<file path="src/rtl/btn_pkg.sv">
// Shared types and helpers for the button scan controller.

`ifndef BTN_PARAM_CHECK
// Elaboration-time parameter legality check; place in a module body.
`define BTN_PARAM_CHECK(cond_, blk_, msg_) \
  if (!(cond_)) begin : blk_ \
    $fatal(1, msg_); \
  end
`endif

package btn_pkg;

  // Per-channel debounce / auto-repeat state.
  typedef enum logic [2:0] {
    ChIdle     = 3'd0,
    ChDebPress = 3'd1,
    ChHeld     = 3'd2,
    ChRepeat   = 3'd3,
    ChDebRel   = 3'd4
  } chan_state_t;

  // Width of a channel index; never narrower than one bit.
  function automatic int unsigned id_width(input int unsigned n);
    return (n > 1) ? $clog2(n) : 1;
  endfunction

  function automatic int unsigned max3(input int unsigned a, input int unsigned b,
                                       input int unsigned c);
    int unsigned m;
    m = (a > b) ? a : b;
    return (m > c) ? m : c;
  endfunction

  // Debounced level is high from accepted press until accepted release.
  function automatic logic chan_pressed(input chan_state_t st);
    return (st == ChHeld) || (st == ChRepeat) || (st == ChDebRel);
  endfunction

endpackage

</file>
<file path="src/rtl/btn_tick_gen.sv">
// Scan-tick prescaler. Starts a channel scan on each tick, remembers one tick that
// arrives while a scan is still running, and flags overrun when a further tick is lost.

module btn_tick_gen
  import btn_pkg::*;
#(
  parameter int unsigned TICK_DIV = 100000
) (
  input  logic clk_i,
  input  logic rst_i,
  input  logic scan_busy_i,
  output logic scan_start_o,
  output logic overrun_o
);

  localparam int unsigned DivW = (TICK_DIV > 1) ? $clog2(TICK_DIV) : 1;
  localparam logic [DivW-1:0] DivLast = DivW'(TICK_DIV - 1);

  logic [DivW-1:0] div_q, div_d;
  logic            pend_q, pend_d;
  logic            ovr_q, ovr_d;
  logic            tick;

  // Prescaler wrap, scan start arbitration and pending/overrun bookkeeping.
  always_comb begin
    tick         = (div_q == DivLast);
    div_d        = tick ? '0 : div_q + 1'b1;
    scan_start_o = !scan_busy_i && (tick || pend_q);
    pend_d       = pend_q;
    ovr_d        = ovr_q;
    if (scan_busy_i) begin
      if (tick) begin
        if (pend_q) begin
          ovr_d = 1'b1;
        end else begin
          pend_d = 1'b1;
        end
      end
    end else begin
      // Idle: a pending tick is consumed now; a tick landing in the same cycle waits.
      pend_d = tick && pend_q;
    end
  end

  // Prescaler and flag registers.
  always_ff @(posedge clk_i) begin
    if (rst_i) begin
      div_q  <= '0;
      pend_q <= 1'b0;
      ovr_q  <= 1'b0;
    end else begin
      div_q  <= div_d;
      pend_q <= pend_d;
      ovr_q  <= ovr_d;
    end
  end

  assign overrun_o = ovr_q;

endmodule

</file>
<file path="src/rtl/btn_scan_ctrl.sv">
// Time-multiplexed debounce and auto-repeat controller. One shared update engine
// visits a channel per cycle during a scan and pushes press/repeat events into a
// single valid/ready slot; a full slot stalls the scan on the emitting channel.

module btn_scan_ctrl
  import btn_pkg::*;
#(
  parameter int unsigned N        = 5,
  parameter int unsigned TICK_DIV = 100000,
  parameter int unsigned DEB_T    = 10,
  parameter int unsigned DELAY_T  = 400,
  parameter int unsigned RATE_T   = 100,
  parameter int unsigned CW       = 10
) (
  input  logic                   clk,
  input  logic                   rst,
  input  logic [N-1:0]           btn_raw,
  output logic [N-1:0]           level,
  output logic                   evt_valid,
  output logic [id_width(N)-1:0] evt_id,
  output logic                   evt_rep,
  input  logic                   evt_ready,
  output logic                   overrun
);

  localparam int unsigned IdW = id_width(N);
  localparam logic [IdW-1:0] PtrLast   = IdW'(N - 1);
  localparam logic [CW-1:0]  DebLast   = CW'(DEB_T - 1);
  localparam logic [CW-1:0]  DelayLast = CW'(DELAY_T - 1);
  localparam logic [CW-1:0]  RateLast  = CW'(RATE_T - 1);
  localparam logic [CW-1:0]  CntOne    = CW'(1);

  `BTN_PARAM_CHECK(N >= 1 && N <= 16, gen_chk_n, "btn_scan_ctrl: N must be 1..16")
  `BTN_PARAM_CHECK(TICK_DIV >= 4 * N, gen_chk_div, "btn_scan_ctrl: TICK_DIV must be >= 4*N")
  `BTN_PARAM_CHECK(DEB_T >= 1 && DELAY_T >= 1 && RATE_T >= 1, gen_chk_t,
                   "btn_scan_ctrl: DEB_T, DELAY_T and RATE_T must be >= 1")
  `BTN_PARAM_CHECK(CW >= 1 && CW < 32 && max3(DEB_T, DELAY_T, RATE_T) < (1 << CW), gen_chk_cw,
                   "btn_scan_ctrl: CW too narrow for DEB_T/DELAY_T/RATE_T")

  // Two-flop synchronizer; only sync2_q feeds the channel logic.
  logic [N-1:0] sync1_q, sync2_q;

  // Per-channel state.
  chan_state_t   state_q [N];
  chan_state_t   state_d [N];
  logic [CW-1:0] cnt_q   [N];
  logic [CW-1:0] cnt_d   [N];

  // Scan pointer.
  logic           act_q, act_d;
  logic [IdW-1:0] ptr_q, ptr_d;
  logic           scan_start;

  // Event slot.
  logic           evt_valid_q, evt_valid_d;
  logic [IdW-1:0] evt_id_q, evt_id_d;
  logic           evt_rep_q, evt_rep_d;

  // Shared update engine signals.
  chan_state_t   cur_st, upd_st;
  logic [CW-1:0] cur_cnt, upd_cnt;
  logic          cur_s;
  logic          emit, emit_rep;
  logic          slot_wr, commit;

  btn_tick_gen #(
    .TICK_DIV (TICK_DIV)
  ) u_tick_gen (
    .clk_i        (clk),
    .rst_i        (rst),
    .scan_busy_i  (act_q),
    .scan_start_o (scan_start),
    .overrun_o    (overrun)
  );

  // Next state of the channel currently under the scan pointer.
  always_comb begin
    cur_st   = state_q[ptr_q];
    cur_cnt  = cnt_q[ptr_q];
    cur_s    = sync2_q[ptr_q];
    upd_st   = cur_st;
    upd_cnt  = cur_cnt;
    emit     = 1'b0;
    emit_rep = 1'b0;
    case (cur_st)
      ChIdle: begin
        if (cur_s) begin
          if (DEB_T == 1) begin
            upd_st  = ChHeld;
            upd_cnt = '0;
            emit    = 1'b1;
          end else begin
            upd_st  = ChDebPress;
            upd_cnt = CntOne;
          end
        end
      end
      ChDebPress: begin
        if (!cur_s) begin
          upd_st  = ChIdle;
          upd_cnt = '0;
        end else if (cur_cnt == DebLast) begin
          upd_st  = ChHeld;
          upd_cnt = '0;
          emit    = 1'b1;
        end else begin
          upd_cnt = cur_cnt + 1'b1;
        end
      end
      ChHeld, ChRepeat: begin
        if (!cur_s) begin
          // With a one-sample debounce the release is accepted immediately.
          upd_st  = (DEB_T == 1) ? ChIdle : ChDebRel;
          upd_cnt = (DEB_T == 1) ? '0 : CntOne;
        end else if (cur_cnt == ((cur_st == ChHeld) ? DelayLast : RateLast)) begin
          upd_st   = ChRepeat;
          upd_cnt  = '0;
          emit     = 1'b1;
          emit_rep = 1'b1;
        end else begin
          upd_cnt = cur_cnt + 1'b1;
        end
      end
      ChDebRel: begin
        if (cur_s) begin
          // Bounce back to pressed restarts the full repeat delay.
          upd_st  = ChHeld;
          upd_cnt = '0;
        end else if (cur_cnt == DebLast) begin
          upd_st  = ChIdle;
          upd_cnt = '0;
        end else begin
          upd_cnt = cur_cnt + 1'b1;
        end
      end
      default: begin
        upd_st  = ChIdle;
        upd_cnt = '0;
      end
    endcase
  end

  // Commit the visited channel unless its event would not fit in the slot.
  always_comb begin
    slot_wr = !evt_valid_q || evt_ready;
    commit  = act_q && !(emit && !slot_wr);
    for (int i = 0; i < N; i++) begin
      state_d[i] = state_q[i];
      cnt_d[i]   = cnt_q[i];
    end
    if (commit) begin
      state_d[ptr_q] = upd_st;
      cnt_d[ptr_q]   = upd_cnt;
    end
  end

  // Scan pointer: walk 0..N-1, holding while the visited channel stalls.
  always_comb begin
    act_d = act_q;
    ptr_d = ptr_q;
    if (act_q) begin
      if (commit) begin
        if (ptr_q == PtrLast) begin
          act_d = 1'b0;
          ptr_d = '0;
        end else begin
          ptr_d = ptr_q + 1'b1;
        end
      end
    end else if (scan_start) begin
      act_d = 1'b1;
      ptr_d = '0;
    end
  end

  // Event slot: load on a committed emit, otherwise drain on handshake.
  always_comb begin
    evt_valid_d = evt_valid_q;
    evt_id_d    = evt_id_q;
    evt_rep_d   = evt_rep_q;
    if (commit && emit) begin
      evt_valid_d = 1'b1;
      evt_id_d    = ptr_q;
      evt_rep_d   = emit_rep;
    end else if (evt_ready) begin
      evt_valid_d = 1'b0;
    end
  end

  // All controller state, synchronously reset.
  always_ff @(posedge clk) begin
    if (rst) begin
      sync1_q     <= '0;
      sync2_q     <= '0;
      for (int i = 0; i < N; i++) begin
        state_q[i] <= ChIdle;
        cnt_q[i]   <= '0;
      end
      act_q       <= 1'b0;
      ptr_q       <= '0;
      evt_valid_q <= 1'b0;
      evt_id_q    <= '0;
      evt_rep_q   <= 1'b0;
    end else begin
      sync1_q     <= btn_raw;
      sync2_q     <= sync1_q;
      for (int i = 0; i < N; i++) begin
        state_q[i] <= state_d[i];
        cnt_q[i]   <= cnt_d[i];
      end
      act_q       <= act_d;
      ptr_q       <= ptr_d;
      evt_valid_q <= evt_valid_d;
      evt_id_q    <= evt_id_d;
      evt_rep_q   <= evt_rep_d;
    end
  end

  // Level tracks the channel state register directly.
  always_comb begin
    for (int i = 0; i < N; i++) begin
      level[i] = chan_pressed(state_q[i]);
    end
  end

  assign evt_valid = evt_valid_q;
  assign evt_id    = evt_id_q;
  assign evt_rep   = evt_rep_q;

endmodule
</file>
<file path="config.mk">
export PLATFORM = sky130hd
export DESIGN_NAME = btn_scan_ctrl
export DESIGN_NICKNAME = d
export VERILOG_FILES = /design/src/rtl/btn_pkg.sv /design/src/rtl/btn_tick_gen.sv /design/src/rtl/btn_scan_ctrl.sv
export SDC_FILE = /design/constraint.sdc
export NUM_CORES = 1
export LEC_CHECK = 0
export ABC_AREA = 0
export CORE_MARGIN = 4
export CORE_UTILIZATION = 55
export CTS_BUF_LIST = sky130_fd_sc_hd__clkbuf_4 sky130_fd_sc_hd__clkbuf_8
export DETAILED_ROUTE_END_ITERATION = 12
export GPL_TIMING_DRIVEN = 0
export HOLD_SLACK_MARGIN = 0.02
export PLACE_DENSITY = 0.8
export SLEW_MARGIN = 20
export SYNTH_ARGS = -nofsm -noshare
export SYNTH_HDL_FRONTEND = slang
export SYNTH_HIERARCHICAL = 1
export SYNTH_SLANG_ARGS = --single-unit
</file>
<file path="constraint.sdc">
create_clock -name clk -period 4.47 [get_ports clk]
set_input_delay 1.341 -clock clk [delete_from_list [all_inputs] [get_ports clk]]
set_output_delay 1.341 -clock clk [all_outputs]
set_load 0.005 [all_outputs]
</file>
==> results.json <==
{
  "status": "complete, no violations",
  "grt_first_pass_wirelength_mm": 22.1,
  "whs_ns": 0.444,
  "drt_iter0_drc": 285,
  "worst-slew-pin-transition_ns": 0.779,
  "numCtsBuffers": 9,
  "grt-ovfl-total": 0,
  "root_buffer": "clkbuf_8",
  "cts_max_path_buffers": 2,
  "fmax_ghz": 0.250,
  "rsz0062_at_grt": "false",
  "ys_seq_area_share_pct": 39.1,
  "place_worst_setup_slack_ns": 0.515,
  "synth_ff_type": "dfxtp_1",
  "detail-route-antenna-nets": 0,
  "diodes": 0,
  "hold_path.class": "flip-flop to flip-flop",
  "final.setup.tns_ns": 0,
  "grtUsageTotal_pct": 24.3,
  "p_sw_w": 0.000372,
  "syn_area_um2": 5430,
  "dp_hpwl_mm": 9.83,
  "fill_cells": 818,
  "final_core_util_pct": 62.2,
  "grt_max_degree": 19,
  "seqPwrFrac_pct": 55.5,
  "drive_gt1_share_pct": 12.4,
  "synth_cell_types": 72,
  "clkPwrFrac_pct": 41.5,
  "synth-seq-cells": 106,
  "io_buffer_count": 18,
  "syn2layout_area_growth_pct": 10.9,
  "drc": 0,
  "ys_async_sr_fraction_pct": 0,
  "hold_viol": 0,
  "ys_warn_count": 6,
  "routabilityCongestion": 0.930,
  "critPathLaunchType": "flip-flop",
  "mostFrequentLayoutCells": "nor2_1 (108), dfxtp_1 (106), mux2i_1 (58)",
  "internal-power_w": 0.00135,
  "postCtsHoldBufs": 0,
  "setup_slack_ns": 0.472,
  "setup_violations": 0,
  "power_w": 0.00172,
  "antenna_found_initial": 0,
  "h-tree-depth": 3,
  "powerDensity_nw_per_um2": 285,
  "dieArea_um2": 11500,
  "vias": 4458,
  "finalCritPeriodShare_pct": 89.4,
  "wl_per_cell_um": 17.9,
  "clock_latency_ns": 0.37,
  "cts_tree": "yes",
  "fin_crit_ns": 4.00,
  "required_ns": 4.71,
  "die_w_um": 107,
  "cp_max_fo": 10,
  "num_io_pins": 19,
  "grt_pass1_vias": 4376,
  "finalMaxSlewViolations": 0,
  "placementRows": 36,
  "end_kind": "flip-flop",
  "crit_type": "flip-flop to flip-flop",
  "leakagePower_nw": 2.00,
  "fin_skew_ns": 0.0111,
  "peakVddDrop_v": 0.000252,
  "syn_area_per_cell_um2": 9.37,
  "fp.dieH_um": 107,
  "critPathArrivalTime_ns": 4.24,
  "synth_edf_count": 0,
  "synthCells": 580,
  "path_clk_slew_ns": 0.10,
  "cts_resized": 0,
  "comb_power_share_pct": 2.9,
  "cts_setup_buffers": 0,
  "routed_wl_mm": 13.3,
  "drtPass1Iterations": 5,
  "synth_fp_nets": 593,
  "max_cap_viol_count": 0,
  "layout.nets": 622,
  "final_common_cell": "nor2_1",
  "relSlewSlack_pct": 47.7,
  "vias_per_cell": 5.97,
  "start_util_pct": 56.1,
  "numClockSinks": 106,
  "core_area_um2": 9680,
  "switching_share_pct": 21.6
}
## synth_stat cells (9+ instances only)
library cell | number | area [um^2]
a211oi_1 | 21 | 158
a21oi_1 | 12 | 60.1
buf_6 | 9 | 101
clkbuf_1 | 17 | 63.8
dfxtp_1 | 106 | 2120
inv_1 | 11 | 41.3
mux2i_1 | 58 | 581
nand2_1 | 25 | 93.8
nand4_1 | 12 | 75.1
nor2_1 | 108 | 405
nor2b_1 | 16 | 100
nor3_1 | 11 | 55.1
nor4_1 | 12 | 75.1
o21ai_0 | 12 | 60.1
xnor2_1 | 12 | 105
## final timing paths
path	slack [ns]	from	depth (start not counted)	endpoint
max	0.47	flip-flop	15	cnt_q[3][4]
min	0.44	sync1_q[1]	1	sync2_q[1]
max reg2reg	0.47	flip-flop	15	cnt_q[3][4]
min reg2reg	0.44	sync1_q[1]	1	sync2_q[1]
## per-stage QoR
stage / cells / area, um^2
6_report: 747 / 6030
5_1_grt: 747 / 6030
4_1_cts: 747 / 6030
3_5_place_dp: 731 / 5780
3_3_place_gp: 731 / 5780
2_1_floorplan: 580 / 5430
## critical path, stage by stage (launching register included)
cell,delay (ns)
dfxtp_1,0.46
buf_6,0.22
buf_8,0.19
mux4_2,0.52
mux2_2,0.34
inv_1,0.07
ha_1,0.16
inv_1,0.04
a2111oi_1,0.22
and4_1,0.29
buf_6,0.15
nor3_2,0.07
a21oi_2,0.36
o21ai_0,0.17
mux2i_1,0.43
a211oi_1,0.15
## power by group through the flow
stage / clock, W / sequential (W) / combinational (W)
after CTS: 0.000720 / 0.000954 / 0.0000497
after global routing: 0.000760 / 0.000955 / 0.0000546
after global placement: 0 / 0.000975 / 0.0000473
final: 0.000714 / 0.000954 / 0.0000502
after detailed placement: 0 / 0.000976 / 0.0000495
after floorplan: 0 / 0.000974 / 0.0000304
## routing by layer
metal | wire length [um] | global-route usage (%)
met5 | 0 | 0
met4 | 281 | 9.38
met3 | 834 | 4.86
met2 | 6300 | 39.2
met1 | 5920 | 32.0
## registers in the layout, indices dropped and copies added, names as in the netlist, 3 cells and up, named ones only
signal            count
sync2_q               5
ptr_q                 3
state_q              15
cnt_q                50
evt_id                3
sync1_q               5
u_tick_gen/div_q     17
## cell type report
class / count / area [um^2] / share of cell area [%]
Multi-Input combinational cell: 425 / 2990 / 49.6
Sequential cell: 106 / 2120 / 35.2
Buffer: 38 / 278 / 4.61
Timing Repair Buffer: 18 / 180 / 2.99
Tap cell: 133 / 166 / 2.76
Clock buffer: 9 / 124 / 2.06
Clock inverter: 7 / 124 / 2.06
Inverter: 11 / 41.3 / 0.685
## cell families (layout without fill, tap and decap cells)
family	count (synthesis)	count (layout)	synth area share (%)
simple gates	233	233	21.7
flops	106	106	39.1
compound gates	97	97	14.0
mux	74	74	15.6
buf+inv	49	83	5.87
xor+xnor	16	16	2.58
fa+ha+maj	5	5	1.15
(Power assumes the default switching activity.)
